--- src/rtl/rip_csr_pkg.sv ---
// rip_csr_pkg: shared types and constants for the machine-mode CSR unit.
// Holds the CSR operation encoding, the decoded CSR address map, mstatus
// field positions and the WARL write masks applied after each update.
package rip_csr_pkg;

  typedef enum logic [2:0] {
    CSR_NONE  = 3'd0,
    CSR_READ  = 3'd1,
    CSR_WRITE = 3'd2,
    CSR_SET   = 3'd3,
    CSR_CLEAR = 3'd4
  } csr_op_t;

  // Machine trap setup / handling
  localparam logic [11:0] ADDR_MSTATUS   = 12'h300;
  localparam logic [11:0] ADDR_MISA      = 12'h301;
  localparam logic [11:0] ADDR_MIE       = 12'h304;
  localparam logic [11:0] ADDR_MTVEC     = 12'h305;
  localparam logic [11:0] ADDR_MSCRATCH  = 12'h340;
  localparam logic [11:0] ADDR_MEPC      = 12'h341;
  localparam logic [11:0] ADDR_MCAUSE    = 12'h342;
  localparam logic [11:0] ADDR_MTVAL     = 12'h343;
  localparam logic [11:0] ADDR_MIP       = 12'h344;

  // Machine counters and their user-level read-only shadows
  localparam logic [11:0] ADDR_MCYCLE    = 12'hB00;
  localparam logic [11:0] ADDR_MINSTRET  = 12'hB02;
  localparam logic [11:0] ADDR_MCYCLEH   = 12'hB80;
  localparam logic [11:0] ADDR_MINSTRETH = 12'hB82;
  localparam logic [11:0] ADDR_CYCLE     = 12'hC00;
  localparam logic [11:0] ADDR_INSTRET   = 12'hC02;
  localparam logic [11:0] ADDR_CYCLEH    = 12'hC80;
  localparam logic [11:0] ADDR_INSTRETH  = 12'hC82;

  localparam logic [11:0] ADDR_MHARTID   = 12'hF14;

  // mstatus field positions
  localparam int MSTATUS_MIE    = 3;
  localparam int MSTATUS_MPIE   = 7;
  localparam int MSTATUS_MPP_LO = 11;
  localparam int MSTATUS_MPP_HI = 12;

  // MPP is hardwired to machine mode
  localparam logic [31:0] MSTATUS_MPP_RO = 32'h0000_1800;

  // WARL write masks, applied to the result of WRITE/SET/CLEAR
  localparam logic [31:0] MSTATUS_WMASK = 32'h0000_0088;
  localparam logic [31:0] MIE_WMASK     = 32'h0000_0888;
  localparam logic [31:0] MTVEC_WMASK   = 32'hFFFF_FFFD;
  localparam logic [31:0] MEPC_WMASK    = 32'hFFFF_FFFC;
  localparam logic [31:0] FULL_WMASK    = 32'hFFFF_FFFF;

  // Read-modify-write result of a CSR op against the current value
  function automatic logic [31:0] csr_apply(input csr_op_t op,
                                            input logic [31:0] old_val,
                                            input logic [31:0] opnd);
    case (op)
      CSR_WRITE: return opnd;
      CSR_SET:   return old_val | opnd;
      CSR_CLEAR: return old_val & ~opnd;
      default:   return old_val;
    endcase
  endfunction

endpackage

--- src/rtl/rip_csr_if.sv ---
// rip_csr_if: decoded CSR access port between the execute stage (master)
// and the CSR unit (slave). Read data and the illegal flag are registered
// by the slave and valid one cycle after the op is presented.
interface rip_csr_if #(
  parameter int XLEN = 32
);
  logic [2:0]      csr_op;
  logic [11:0]     csr_addr;
  logic [XLEN-1:0] csr_din;
  logic [XLEN-1:0] csr_dout;
  logic            csr_illegal;

  modport master (
    output csr_op,
    output csr_addr,
    output csr_din,
    input  csr_dout,
    input  csr_illegal
  );

  modport slave (
    input  csr_op,
    input  csr_addr,
    input  csr_din,
    output csr_dout,
    output csr_illegal
  );
endinterface

--- src/rtl/rip_csr_counter.sv ---
// rip_csr_counter: CNT_W-bit free-running counter with increment enable and
// independent 32-bit write ports for the low and high halves. Used for
// mcycle and (optionally) minstret.
module rip_csr_counter #(
  parameter int CNT_W = 64
) (
  input  logic             clk,
  input  logic             rst_n,
  input  logic             inc_en,
  input  logic             wr_lo,
  input  logic             wr_hi,
  input  logic [31:0]      wdata,
  output logic [CNT_W-1:0] count
);

  // A write to either half wins over the increment; the untouched half
  // keeps its value, so no carry propagates in a write cycle.
  always_ff @(posedge clk or negedge rst_n) begin
    if (!rst_n) begin
      count <= '0;
    end else if (wr_lo || wr_hi) begin
      if (wr_lo) count[31:0]       <= wdata;
      if (wr_hi) count[CNT_W-1:32] <= wdata[CNT_W-33:0];
    end else if (inc_en) begin
      count <= count + CNT_W'(1);
    end
  end

endmodule

--- src/rtl/rip_csr_unit.sv ---
// rip_csr_unit: machine-mode CSR unit with a sparse decoded register set.
// Provides WARL masking, read-only/illegal-address detection, 64-bit
// cycle/instret counters and trap-entry / mret side effects on mstatus,
// mepc, mcause and mtval. Reads return the pre-update value one cycle later.
//
// Build option: define RIP_CSR_MINSTRET_EN to implement minstret/instret.
// Without it the instret addresses stay legal, read 0, drop writes, and the
// retire input is ignored.
module rip_csr_unit
  import rip_csr_pkg::*;
#(
  parameter int          XLEN     = 32,
  parameter logic [31:0] HART_ID  = 32'h0,
  parameter logic [31:0] MISA_VAL = 32'h4000_0100,
  parameter int          CNT_W    = 64
) (
  input  logic            clk,
  input  logic            rst_n,
  rip_csr_if.slave        bus,
  input  logic            retire,
  input  logic            trap,
  input  logic [XLEN-1:0] trap_cause,
  input  logic [XLEN-1:0] trap_pc,
  input  logic [XLEN-1:0] trap_val,
  input  logic            mret,
  input  logic            irq_ext,
  input  logic            irq_timer,
  input  logic            irq_soft,
  output logic [XLEN-1:0] mtvec_o,
  output logic [XLEN-1:0] mepc_o,
  output logic            irq_pending
);

  csr_op_t     op;
  logic        op_active;
  logic        op_modify;
  logic        addr_hit;
  logic        acc_illegal;
  logic        do_write;
  logic [31:0] rd_val;
  logic [31:0] wr_val;

  logic        mstatus_mie;
  logic        mstatus_mpie;
  logic [31:0] mstatus_val;
  logic [31:0] mie_q;
  logic [31:0] mtvec_q;
  logic [31:0] mscratch_q;
  logic [31:0] mepc_q;
  logic [31:0] mcause_q;
  logic [31:0] mtval_q;
  logic [31:0] mip_val;

  logic [CNT_W-1:0] mcycle_cnt;
  logic [63:0]      cycle64;
  logic [63:0]      instret64;

  logic we_mstatus, we_mie, we_mtvec, we_mscratch;
  logic we_mepc, we_mcause, we_mtval;
  logic we_mcycle, we_mcycleh;

  // Classify the incoming op; undefined encodings behave as NONE
  always_comb begin
    op        = csr_op_t'(bus.csr_op);
    op_active = 1'b0;
    op_modify = 1'b0;
    case (op)
      CSR_READ: op_active = 1'b1;
      CSR_WRITE, CSR_SET, CSR_CLEAR: begin
        op_active = 1'b1;
        op_modify = 1'b1;
      end
      default: ;
    endcase
  end

  // Live views of mstatus and mip
  always_comb begin
    mstatus_val               = MSTATUS_MPP_RO;
    mstatus_val[MSTATUS_MIE]  = mstatus_mie;
    mstatus_val[MSTATUS_MPIE] = mstatus_mpie;
    mip_val                   = {20'b0, irq_ext, 3'b0, irq_timer, 3'b0, irq_soft, 3'b0};
  end

  assign cycle64 = 64'(mcycle_cnt);

  // Address decode and read mux (pre-update value of the addressed CSR)
  always_comb begin
    rd_val   = '0;
    addr_hit = 1'b1;
    case (bus.csr_addr)
      ADDR_MSTATUS:                 rd_val = mstatus_val;
      ADDR_MISA:                    rd_val = MISA_VAL;
      ADDR_MIE:                     rd_val = mie_q;
      ADDR_MTVEC:                   rd_val = mtvec_q;
      ADDR_MSCRATCH:                rd_val = mscratch_q;
      ADDR_MEPC:                    rd_val = mepc_q;
      ADDR_MCAUSE:                  rd_val = mcause_q;
      ADDR_MTVAL:                   rd_val = mtval_q;
      ADDR_MIP:                     rd_val = mip_val;
      ADDR_MCYCLE,   ADDR_CYCLE:    rd_val = cycle64[31:0];
      ADDR_MCYCLEH,  ADDR_CYCLEH:   rd_val = cycle64[63:32];
      ADDR_MINSTRET, ADDR_INSTRET:  rd_val = instret64[31:0];
      ADDR_MINSTRETH,ADDR_INSTRETH: rd_val = instret64[63:32];
      ADDR_MHARTID:                 rd_val = HART_ID;
      default:                      addr_hit = 1'b0;
    endcase
  end

  // Unimplemented addresses, and modifying ops on the read-only 0xC00-0xFFF
  // quadrant, are illegal and leave all state untouched.
  assign acc_illegal = op_active & (~addr_hit | (op_modify & (bus.csr_addr[11:10] == 2'b11)));
  assign do_write    = op_modify & ~acc_illegal;
  assign wr_val      = csr_apply(op, rd_val, bus.csr_din);

  assign we_mstatus  = do_write & (bus.csr_addr == ADDR_MSTATUS);
  assign we_mie      = do_write & (bus.csr_addr == ADDR_MIE);
  assign we_mtvec    = do_write & (bus.csr_addr == ADDR_MTVEC);
  assign we_mscratch = do_write & (bus.csr_addr == ADDR_MSCRATCH);
  assign we_mepc     = do_write & (bus.csr_addr == ADDR_MEPC);
  assign we_mcause   = do_write & (bus.csr_addr == ADDR_MCAUSE);
  assign we_mtval    = do_write & (bus.csr_addr == ADDR_MTVAL);
  assign we_mcycle   = do_write & (bus.csr_addr == ADDR_MCYCLE);
  assign we_mcycleh  = do_write & (bus.csr_addr == ADDR_MCYCLEH);

  // Registered read data and one-cycle illegal pulse; NONE holds csr_dout
  always_ff @(posedge clk or negedge rst_n) begin
    if (!rst_n) begin
      bus.csr_dout    <= '0;
      bus.csr_illegal <= 1'b0;
    end else begin
      bus.csr_illegal <= acc_illegal;
      if (op_active) bus.csr_dout <= acc_illegal ? '0 : rd_val;
    end
  end

  // mstatus: trap entry beats mret, and both beat a CSR write to MIE/MPIE
  always_ff @(posedge clk or negedge rst_n) begin
    if (!rst_n) begin
      mstatus_mie  <= 1'b0;
      mstatus_mpie <= 1'b0;
    end else if (trap) begin
      mstatus_mpie <= mstatus_mie;
      mstatus_mie  <= 1'b0;
    end else if (mret) begin
      mstatus_mie  <= mstatus_mpie;
      mstatus_mpie <= 1'b1;
    end else if (we_mstatus) begin
      mstatus_mie  <= wr_val[MSTATUS_MIE];
      mstatus_mpie <= wr_val[MSTATUS_MPIE];
    end
  end

  // Trap-captured registers: trap entry overrides any same-cycle CSR write
  always_ff @(posedge clk or negedge rst_n) begin
    if (!rst_n) begin
      mepc_q   <= '0;
      mcause_q <= '0;
      mtval_q  <= '0;
    end else if (trap) begin
      mepc_q   <= trap_pc & MEPC_WMASK;
      mcause_q <= trap_cause;
      mtval_q  <= trap_val;
    end else begin
      if (we_mepc)   mepc_q   <= wr_val & MEPC_WMASK;
      if (we_mcause) mcause_q <= wr_val;
      if (we_mtval)  mtval_q  <= wr_val;
    end
  end

  // Plain software-written registers, unaffected by trap/mret
  always_ff @(posedge clk or negedge rst_n) begin
    if (!rst_n) begin
      mie_q      <= '0;
      mtvec_q    <= '0;
      mscratch_q <= '0;
    end else begin
      if (we_mie)      mie_q      <= wr_val & MIE_WMASK;
      if (we_mtvec)    mtvec_q    <= wr_val & MTVEC_WMASK;
      if (we_mscratch) mscratch_q <= wr_val & FULL_WMASK;
    end
  end

  rip_csr_counter #(.CNT_W(CNT_W)) u_mcycle (
    .clk    (clk),
    .rst_n  (rst_n),
    .inc_en (1'b1),
    .wr_lo  (we_mcycle),
    .wr_hi  (we_mcycleh),
    .wdata  (wr_val),
    .count  (mcycle_cnt)
  );

`ifdef RIP_CSR_MINSTRET_EN
  logic [CNT_W-1:0] minstret_cnt;
  logic             we_minstret;
  logic             we_minstreth;

  assign we_minstret  = do_write & (bus.csr_addr == ADDR_MINSTRET);
  assign we_minstreth = do_write & (bus.csr_addr == ADDR_MINSTRETH);

  rip_csr_counter #(.CNT_W(CNT_W)) u_minstret (
    .clk    (clk),
    .rst_n  (rst_n),
    .inc_en (retire),
    .wr_lo  (we_minstret),
    .wr_hi  (we_minstreth),
    .wdata  (wr_val),
    .count  (minstret_cnt)
  );

  assign instret64 = 64'(minstret_cnt);
`else
  logic unused_retire;

  assign instret64     = '0;
  assign unused_retire = retire;
`endif

  assign mtvec_o     = mtvec_q;
  assign mepc_o      = mepc_q;
  assign irq_pending = mstatus_mie & (|(mie_q & mip_val));

endmodule

--- src/flat_wrapper.sv ---
// flat-port wrapper written by rule: the top's interface ports become plain ports
module rip_csr_unit_flat import rip_csr_pkg::*;
#(
  parameter int          XLEN     = 32,
  parameter logic [31:0] HART_ID  = 32'h0,
  parameter logic [31:0] MISA_VAL = 32'h4000_0100,
  parameter int          CNT_W    = 64
)
  (clk, rst_n, retire, trap, trap_cause, trap_pc, trap_val, mret, irq_ext, irq_timer, irq_soft, mtvec_o, mepc_o, irq_pending, bus_csr_op, bus_csr_addr, bus_csr_din, bus_csr_dout, bus_csr_illegal);
  rip_csr_if #(.XLEN(XLEN)) bus_i ();
  input  logic clk;
  input  logic rst_n;
  input  logic retire;
  input  logic trap;
  input  logic [XLEN-1:0] trap_cause;
  input  logic [XLEN-1:0] trap_pc;
  input  logic [XLEN-1:0] trap_val;
  input  logic mret;
  input  logic irq_ext;
  input  logic irq_timer;
  input  logic irq_soft;
  output logic [XLEN-1:0] mtvec_o;
  output logic [XLEN-1:0] mepc_o;
  output logic irq_pending;
  input wire logic [$bits(bus_i.csr_op)-1:0] bus_csr_op;
  input wire logic [$bits(bus_i.csr_addr)-1:0] bus_csr_addr;
  input wire logic [$bits(bus_i.csr_din)-1:0] bus_csr_din;
  output wire logic [$bits(bus_i.csr_dout)-1:0] bus_csr_dout;
  output wire logic [$bits(bus_i.csr_illegal)-1:0] bus_csr_illegal;
  assign bus_i.csr_op = bus_csr_op;
  assign bus_i.csr_addr = bus_csr_addr;
  assign bus_i.csr_din = bus_csr_din;
  assign bus_csr_dout = bus_i.csr_dout;
  assign bus_csr_illegal = bus_i.csr_illegal;
  rip_csr_unit #(.XLEN(XLEN), .HART_ID(HART_ID), .MISA_VAL(MISA_VAL), .CNT_W(CNT_W)) u_core (.clk(clk), .rst_n(rst_n), .bus(bus_i), .retire(retire), .trap(trap), .trap_cause(trap_cause), .trap_pc(trap_pc), .trap_val(trap_val), .mret(mret), .irq_ext(irq_ext), .irq_timer(irq_timer), .irq_soft(irq_soft), .mtvec_o(mtvec_o), .mepc_o(mepc_o), .irq_pending(irq_pending));
endmodule
--- config.mk ---
export PLATFORM = sky130hd
export DESIGN_NAME = rip_csr_unit_flat
export DESIGN_NICKNAME = d
export VERILOG_FILES = /design/src/rtl/rip_csr_pkg.sv /design/src/rtl/rip_csr_if.sv /design/src/rtl/rip_csr_counter.sv /design/src/rtl/rip_csr_unit.sv /design/src/flat_wrapper.sv
export SDC_FILE = /design/constraint.sdc
export NUM_CORES = 1
export LEC_CHECK = 0
export BUFFER_PORTS_ARGS = -buffer_cell sky130_fd_sc_hd__buf_2
export CORE_MARGIN = 4
export CORE_UTILIZATION = 60
export CTS_BUF_LIST = sky130_fd_sc_hd__clkbuf_16
export DETAILED_ROUTE_END_ITERATION = 8
export PLACE_DENSITY_LB_ADDON = 0.15
export REMOVE_ABC_BUFFERS = 1
export SKIP_CTS_REPAIR_TIMING = 1
export SLEW_MARGIN = 0
export SYNTH_ARGS = -nofsm -noshare
export SYNTH_HDL_FRONTEND = slang
export SYNTH_SLANG_ARGS = --single-unit
--- constraint.sdc ---
create_clock -name clk -period 4.05 [get_ports clk]
set_input_delay 0.6075 -clock clk [delete_from_list [all_inputs] [get_ports clk]]
set_output_delay 0.6075 -clock clk [all_outputs]
set_load 0.02 [all_outputs]
==> reports/metrics.yaml <==
outcome:
  status: "finished, final reports clean"
worst_setup_path:
  crit_path_end_kind: "register"
  critPathArrivalTime_ns: 3.70
  cp_max_fo: 11
  start_kind: "register"
  cp.required_ns: 4.52
  crit_type: "reg2reg"
yosys:
  synth_top_area_cell: "dfrtp_1"
  netlist_instances: 1815
  synth_cell_types: 87
  synth_ff_type: "dfrtp_1"
  synth.avg_cell_area_um2: 8.51
  synth_edf_count: 0
  yosysMostFrequentCell: "dfrtp_1"
  synthTopCellsByArea: "dfrtp_1 (42%), nand2_1 (5.8%), o21ai_0 (5.6%)"
  synth_top_cells_by_count: "dfrtp_1 (259), nand2_1 (240), o21ai_0 (174), clkbuf_1 (128), a21oi_1 (123)"
  yosysWarnings: 0
  netlist_area_mm2: 0.0154
  synth_top_area_share: 0.420
  synth_seq_area_share: 0.420
  ys_seq_elements: 259
  synthArstFlopShare: 1.00
sta:
  slew_headroom: 0.302
  fin_worst_skew_ns: 0.0101
  rsz0062_at_grt: "no"
  hold-worst-slack_ns: 0.0972
  final_hold_viol_count: 0
  final-max-slew-violation-count: 0
  period_share: 0.796
  fin_crit_ns: 3.22
  fmax_mhz: 310
  worstMarginPinSlew_ns: 1.04
  finalSetupViolCount: 0
routing:
  post_drt_via_cell_ratio: 7.22
  first_pass_iters: 8
  wl_per_cell_um: 27.1
  drcViolationCount: 0
  ant_nets: 0
  finalWirelength_mm: 64.5
  dr_total_vias: 17200
  drtIter0Drc: 2741
place:
  dpl.hpwl_mm: 45.4
  port_buffers: 242
  gp_congestion: 1.04
clock_network:
  cts_sinks: 259
  cts_tree: "yes"
  clock_tree.buffer_depth: 3
  cts_buffers: 28
  cts_max_level: 1
  cts_root_buffer: "clkbuf_16"
  clk_pin_slew_ns: 0.06
  clk_latency_ns: 0.56
floorplan:
  initial_core_util: 0.612
  fp-row-count: 58
  die_x_um: 168
  ios: 249
  fp.coreArea_mm2: 0.0253
  die-area_mm2: 0.0284
  fp.dieH_um: 168
global_route:
  grt_max_degree: 95
  grt.total_usage: 0.440
  antenna_found_initial: 6
  grt_pass1_vias: 16300
  grt.overflow.total: 0
  grt_pass1_wl_mm: 97.5
finish:
  nets: 2178
  area_delta_synth_final_pct: 17.8
  multi_input_area_mm2: 0.00834
  drive_above_1_share: 0.218
  fillCellCount: 1950
  seqCellArea_mm2: 0.00648
flow_run:
  cap_violations: 0
power:
  total_power_mw: 6.11
  ir_drop_uv: 361
  powerDensity_mw_per_mm2: 336
  p_leak_nw: 7.97
min_path:
  hp-class: "in2async"
[critical path, cell delays in order (launching register included)]
cell     delay, ns
dfrtp_1       0.53
nand4_1       0.28
nor4_1        0.78
nand4_1       0.73
o31a_1        0.48
o31a_1        0.23
a21oi_1       0.11
[cells in the final DEF (no fill, tap or decap), types with 13 or more instances in the layout]
cell type  Yosys  final
a21oi_1      123    123
and4_1        15     15
a21o_1        33     33
o21ai_0      174    174
and3_1        29     29
a22o_1        18     18
buf_4          4     89
nor2_1       116    114
o22ai_1       19     18
o21ai_1       14     14
a22oi_1       37     37
dfrtp_1      259    259
o31ai_1       29     29
a31oi_1       22     22
a211oi_1      27     27
nand3b_1      13     13
or3_1         13     13
o211ai_1      32     32
mux2i_1       32     32
nor4_1        16     15
nand3_1       68     68
inv_1         16     23
buf_2         21    240
clkbuf_16      0     29
and2_1        23     23
nor3_1        45     44
nand2_1      240    240
nand4_1       43     43
mux2_2        13     13
[registers in the layout, summed over array words and instances, names as in the netlist]
name and flops:
u_core.u_mcycle.count 64, u_core.bus.csr_dout 32, u_core.mcause_q 32, u_core.mscratch_q 32, u_core.mtval_q 32, u_core.mtvec_o 31
u_core.mepc_o 30, u_core.mie_q 3, u_core.bus.csr_illegal 1, u_core.mstatus_mie 1, u_core.mstatus_mpie 1
[final timing paths]
kind / start / to / slack (ns) / cells past startpoint
worst max-delay path: u_core.u_mcycle.count[21]$_DFFE_PN0P_ / u_core.u_mcycle.count[44]$_DFFE_PN0P_ / 0.83 / 6
worst min-delay path: rst_n / u_core.mepc_o[7]$_DFFE_PN0P_ / 0.1 / 1
worst max register to register: u_core.u_mcycle.count[21]$_DFFE_PN0P_ / u_core.u_mcycle.count[44]$_DFFE_PN0P_ / 0.83 / 6
worst min register to register: u_core.bus.csr_dout[2]$_DFFE_PN0P_ / u_core.bus.csr_dout[2]$_DFFE_PN0P_ / 0.47 / 1
max in group asynchronous: rst_n / u_core.mcause_q[0]$_DFFE_PN0P_ / 3.10 / 2
min in group clk: trap_pc[27] / u_core.mepc_o[27]$_DFFE_PN0P_ / 0.25 / 2
[through the flow]
step / cell area (µm²) / instances / setup WS, ns / util / setup TNS (ns)
6_report: 18200 / 2380 / 0.827 / 0.720 / 0
5_1_grt: 18200 / 2379 / 0.800 / 0.720 / 0
4_1_cts: 18200 / 2373 / 1.01 / 0.720 / 0
3_5_place_dp: 17300 / 2326 / 0.587 / 0.686 / 0
3_3_place_gp: 17300 / 2326 / 0.647 / 0.686 / 0
2_1_floorplan: 14800 / 1659 / -0.599 / - / -13.25
[cell families (layout without fill, tap and decap cells)]
logic type	count (synthesis)	after routing	synth area share
compound gates	655	655	0.284
xor+xnor	1	1	0.000567
fa+ha+maj	1	1	0.000810
buf+inv	174	400	0.0454
flops	259	259	0.420
mux	45	45	0.0302
other cells	1	10	0.000243
simple gates	679	679	0.220
[routing by layer]
layer,share of wire,GRT usage,vias to the layer above
li1,-,-,7265
met1,0.36,0.597,8168
met2,0.43,0.656,1435
met3,0.14,0.109,314
met4,0.062,0.230,0
met5,0,0,-
[power by group]
part           switching [mW]  internal [mW]
Clock                    1.09           1.40
Combinational           0.505          0.275
Sequential              0.128           2.71
Total                    1.72           4.39
[area by class of cell]
| cell class | count | share of cell area |
|---|---|---|
| Clock inverter | 18 | 0.00722 |
| Timing Repair Buffer | 337 | 0.111 |
| Tap cell | 330 | 0.0227 |
| Sequential cell | 259 | 0.356 |
| Multi-Input combinational cell | 1384 | 0.458 |
| Clock buffer | 29 | 0.0399 |
| Inverter | 16 | 0.00330 |
| Antenna cell | 7 | 0.000963 |
No activity file was read; power rests on OpenSTA's default activity.
